File: config.mk
export PLATFORM = sky130hd
export DESIGN_NAME = unified_mem_arbiter
export DESIGN_NICKNAME = d
export VERILOG_FILES = /design/src/rtl/unified_mem_arbiter_pkg.sv /design/src/rtl/uma_starve_counter.sv /design/src/rtl/unified_mem_arbiter.sv
export SDC_FILE = /design/constraint.sdc
export NUM_CORES = 1
export LEC_CHECK = 0
export BUFFER_PORTS_ARGS = -buffer_cell sky130_fd_sc_hd__buf_2
export CAP_MARGIN = 20
export CORE_AREA = 2 2 105 107
export CTS_BUF_LIST = sky130_fd_sc_hd__clkbuf_8 sky130_fd_sc_hd__clkbuf_16
export DETAILED_ROUTE_END_ITERATION = 16
export DIE_AREA = 0 0 107 109
export MAX_ROUTING_LAYER = met4
export REMOVE_ABC_BUFFERS = 1
export SYNTH_ARGS = -nofsm -noshare
export SYNTH_HDL_FRONTEND = slang
export SYNTH_SLANG_ARGS = --single-unit
File: constraint.sdc
create_clock -name clk -period 2.84 [get_ports clk]
set_input_delay 0.284 -clock clk [delete_from_list [all_inputs] [get_ports clk]]
set_output_delay 0.284 -clock clk [all_outputs]
set_load 0.1 [all_outputs]
File: src/rtl/unified_mem_arbiter_pkg.sv
// Shared types for the unified memory arbiter: FSM states, access owner,
// and the widths of the latency and starvation counters.
package unified_mem_arbiter_pkg;

  localparam int LAT_CNT_W = 4;
  localparam int STARVE_W  = 4;

  typedef enum logic [1:0] {
    IDLE,
    BUSY,
    DONE
  } stateT;

  typedef enum logic [1:0] {
    OWNER_NONE,
    OWNER_IF,
    OWNER_DM
  } ownerT;

endpackage

File: src/rtl/uma_starve_counter.sv
// Saturating count of consecutive data grants taken while a fetch waits;
// sat forces the next contested grant to the fetch side.
module uma_starve_counter
  import unified_mem_arbiter_pkg::*;
#(
  parameter int unsigned MAX = 4
) (
  input  logic clk,
  input  logic rst,
  input  logic inc,
  input  logic clr,
  output logic sat
);

  logic [STARVE_W-1:0] cnt;

  assign sat = (cnt == STARVE_W'(MAX));

  always_ff @(posedge clk or negedge rst) begin
    if (!rst) begin
      cnt <= '0;
    end else if (clr) begin
      cnt <= '0;
    end else if (inc && !sat) begin
      cnt <= cnt + STARVE_W'(1);
    end
  end

endmodule

File: src/rtl/unified_mem_arbiter.sv
// Fetch/data arbiter for a single-ported fixed-latency memory, one access in flight.
// Optional UMA_WRITE_POST_EN: data writes complete in their issue cycle.
module unified_mem_arbiter
  import unified_mem_arbiter_pkg::*;
#(
  parameter int unsigned ADDR_W     = 32,
  parameter int unsigned DATA_W     = 32,
  parameter int unsigned MEM_LAT    = 2,
  parameter int unsigned STARVE_MAX = 4
) (
  input  logic              clk,
  input  logic              rst,
  input  logic              if_req,
  input  logic [ADDR_W-1:0] if_addr,
  output logic              if_gnt,
  output logic              if_rvalid,
  output logic [DATA_W-1:0] if_rdata,
  input  logic              dm_req,
  input  logic              dm_we,
  input  logic [ADDR_W-1:0] dm_addr,
  input  logic [DATA_W-1:0] dm_wdata,
  output logic              dm_gnt,
  output logic              dm_rvalid,
  output logic [DATA_W-1:0] dm_rdata,
  output logic              mem_en,
  output logic              mem_we,
  output logic [ADDR_W-1:0] mem_addr,
  output logic [DATA_W-1:0] mem_wdata,
  input  logic [DATA_W-1:0] mem_rdata,
  output logic              stall_f,
  output logic              stall_m
);

  stateT                state, stateNext;
  ownerT                owner, ownerNext;
  logic [LAT_CNT_W-1:0] latCnt, latCntNext;
  logic                 starveSat;
  logic                 grantIf, grantDm, issue, postedWrite;
  logic                 dmDone;

  // Grants are gated by reset so nothing issues while the arbiter is held.
  always_comb begin
    grantIf = 1'b0;
    grantDm = 1'b0;
    if (rst && state == IDLE) begin
      grantDm = dm_req && !(if_req && starveSat);
      grantIf = if_req && !grantDm;
    end
  end

  assign issue = grantIf | grantDm;

`ifdef UMA_WRITE_POST_EN
  assign postedWrite = grantDm & dm_we;
`else
  assign postedWrite = 1'b0;
`endif

  always_comb begin
    stateNext  = state;
    ownerNext  = owner;
    latCntNext = latCnt;
    case (state)
      IDLE: begin
        if (issue && !postedWrite) begin
          ownerNext  = grantDm ? OWNER_DM : OWNER_IF;
          latCntNext = LAT_CNT_W'(MEM_LAT - 1);
          stateNext  = (MEM_LAT == 1) ? DONE : BUSY;
        end
      end
      BUSY: begin
        latCntNext = latCnt - LAT_CNT_W'(1);
        if (latCntNext == '0) stateNext = DONE;
      end
      DONE: begin
        stateNext = IDLE;
        ownerNext = OWNER_NONE;
      end
      default: stateNext = IDLE;
    endcase
  end

  always_ff @(posedge clk or negedge rst) begin
    if (!rst) begin
      state  <= IDLE;
      owner  <= OWNER_NONE;
      latCnt <= '0;
    end else begin
      state  <= stateNext;
      owner  <= ownerNext;
      latCnt <= latCntNext;
    end
  end

  uma_starve_counter #(
    .MAX(STARVE_MAX)
  ) starveCounter (
    .clk (clk),
    .rst (rst),
    .inc (grantDm & if_req),
    .clr (grantIf | ~if_req),
    .sat (starveSat)
  );

  assign dmDone    = (state == DONE) && (owner == OWNER_DM);
  assign if_gnt    = grantIf;
  assign dm_gnt    = grantDm;
  assign mem_en    = issue;
  assign mem_we    = grantDm & dm_we;
  assign mem_addr  = grantDm ? dm_addr : (grantIf ? if_addr : '0);
  assign mem_wdata = mem_we ? dm_wdata : '0;
  assign if_rvalid = (state == DONE) && (owner == OWNER_IF);
  assign dm_rvalid = dmDone | postedWrite;
  assign if_rdata  = if_rvalid ? mem_rdata : '0;
  assign dm_rdata  = dmDone ? mem_rdata : '0;
  assign stall_f   = if_req & ~if_rvalid;
  assign stall_m   = dm_req & ~dm_rvalid;

  // A request that lost arbitration in IDLE must still be there next cycle.
  ifReqHeld: assert property (@(posedge clk) disable iff (!rst)
    (state == IDLE && if_req && !if_gnt) |=> if_req);
  dmReqHeld: assert property (@(posedge clk) disable iff (!rst)
    (state == IDLE && dm_req && !dm_gnt) |=> dm_req);

endmodule

==> metrics <==
status=completed; Worst-Margin Slew=0.4930 ns; Peak VDD IR=0.3587 mV; drt wl/cell=15.25 µm; CTS buffer count=3; Setup crit start kind=input pin; worst-path fanout max=33; Psw=1.580 mW; Tcrit/Tclk final=93.41%; Critical Path Stages=6; CP max stage cell=dlygate4sd3_1; total power=2.668 mW; initial DRC count=186; Comb power frac=81.8%; Core ar.=10600 µm²; R2R cell count=4; Layout area overhead=181.0%; full die area=11660 µm²; port buffer count=268; vias=2962; Ys Warns=0; Synth Instances=299; Routed Antenna Nets=0; GRT Resource Usage Total=16.96%; CP bufs+invs=3; total grt overflow=0; TritonCTS clock tree=done; layout cells sized above 1=51.18%; Filler Cells Inserted=943; switching part of the total=59.21%; hold depth=3; area occupied by registers=300.3 µm²; CP peak stage delay=0.52 ns; design area=5398 µm²; Arr. time, crit path=2.37 ns; router iterations before antenna repair=4; most frequent cells in the layout=buf_2, buf_12, and2_1; Post-DP Area=5333 µm²; initial antenna violation count=0; Max Fclk=0.3770 GHz; nets@finish=691; Yosys top cell area share=31.60%; final wirelength=10570 µm; Placed Instances=688; Req. time, crit path=2.56 ns; H-tree levels=1; largest net degree at the start of global routing=40; clock sink count=12; clock share of power=7.0%; cell area after synthesis=1921 µm²; Critical Path End Type=primary output; Fin. Hold Viols=0; ranking of synthesized cells by area=and2_1, dfrtp_1, nand3_1; antenna diode count=0; die width=107 µm; Syn Area/Cell=6.423 µm²; Seq/Total Area, Yosys=15.64%; Vias/cell=4.274; Hold WS=0.4056 ns; clock-pin slew on the worst setup and hold paths=0.05 ns; number of unique standard cell types used by synthesis=31; unrepaired setup endpoints after global routing=no; Max Cap Viol=0; PD cells=494.3 nW/µm²; sequential power share=11.1%; gp weighted congestion=0.7361; vias in the first global route=2753; DRC violations left=0; Hold Crit Class=input pin to flop; Synth Register Bits=12; I/O pin cnt=269; effective utilization at floorplan=18.11%; post-synth top area cell=and2_1; commonest non-fill, non-tap cell in the layout=buf_2; setup bufs post-CTS=0; Non-Filler Instances=693; slew margin rel.=67.36%; Detail Placement HPWL=8984 µm; Worst Skew=0.0005130 ns; Setup CP Type=input pin to primary output; Setup-failing EPs final=0; Leak Pwr=2.443 nW; first-pass GRT wire length=15290 µm; Multi-input gate area=1451 µm²; Chip Height=109 µm; clk buf depth=2; Int Power=1.088 mW; crit-path cells=dlygate4sd3_1 -> buf_2 -> nor3b_2 -> and3_4 -> and2_1 -> buf_12; cell family with most CP delay=simple AND/OR/NAND/NOR gates; clock root buffer=clkbuf_8; clk_lat worst skew=0.24 ns; Period minus WS final=2.653 ns; Row Count=38; setup_tns=0 ns; final slew viol count=0
==> Yosys cell counts (all sizes together) <==
cell    count
a31o        1
xnor2       1
nor4        1
a31oi       1
o22ai       1
o41ai       1
nor3b       3
o31ai       1
a21oi      35
nand4b      2
ha          4
nor2        9
nand3      36
and2       97
nand2b      2
buf        10
o21ai       4
and3        2
a21boi      3
nand2      42
inv         6
nor3        2
o21a        2
xor2        1
clkbuf     15
nor2b       4
dfrtp      12
or3b        1
==> worst register-to-register path: stages (launching register included) <==
cell,delay [ns]
dfrtp_1,0.42
or3b_1,0.45
buf_4,0.28
nor2_1,0.33
a31o_2,0.16
==> final cells by class <==
class	count	area share, %
repair buffers	275	62.86
multi-input cells	256	26.89
flip-flops and latches	12	5.563
well taps	140	3.245
clock buffers	4	1.020
inverters	6	0.4172
==> per-layer routing <==
layer | up-vias | track usage, % | wire (µm)
met5 | - | - | 0
met4 | 0 | 3.340 | 133
met3 | 13 | 3.945 | 902
met2 | 146 | 30.85 | 5696
met1 | 1316 | 19.11 | 3835
li1 | 1487 | - | -
==> timing repair <==
item	in CTS	in global routing
endpoints found under the setup margin	0	0
gates resized for setup	0	0
hold endpoints to repair	12	0
hold buffers	1	0
==> path summary, 6_finish.rpt <==
path	start	to	slack (ns)
setup / recovery	rst	mem_wdata[23]	0.19
hold / removal	dm_req	starveCounter.cnt[2]$_DFFE_PN0P_	0.41
setup reg to reg	state[1]$_DFFE_PN0P_	owner[1]$_DFFE_PN0P_	1.15
hold reg to reg	owner[0]$_DFFE_PN0P_	owner[0]$_DFFE_PN0P_	0.56
max in group asynchronous	rst	owner[1]$_DFFE_PN0P_	2.16
min in group asynchronous	rst	latCnt[1]$_DFFE_PN0P_	0.46
==> registers in the layout (all words and copies together) (netlist names) <==
signal             count
starveCounter.cnt      4
state                  2
owner                  2
latCnt                 4
==> kinds of logic after synthesis <==
kind of cell	share of synthesized area, %
buf+inv	8.794
simple gates	57.98
compound gates	14.07
xor+xnor	0.9122
flops	15.64
fa+ha+maj	2.606
==> metrics by stage <==
| step | util [%] | setup WS, ns |
|---|---|---|
| floorplan | - | -1.021 |
| global placement | 50.30 | 0.7231 |
| detailed placement | 50.30 | 0.6646 |
| CTS | 50.91 | 0.1586 |
| global route | 50.91 | 0.04292 |
| finish | 50.91 | 0.1872 |
==> power groups by stage <==
stage	Combinational [mW]	Sequential (mW)	Clock [mW]
2_1_floorplan	1.38	0.282	0
3_3_place_gp	2.18	0.294	0
3_5_place_dp	2.19	0.296	0
6_report	2.18	0.297	0.188
4_1_cts	2.20	0.295	0.190
5_1_grt	2.28	0.307	0.198
Note: power is estimated with default switching activity, not from simulation.
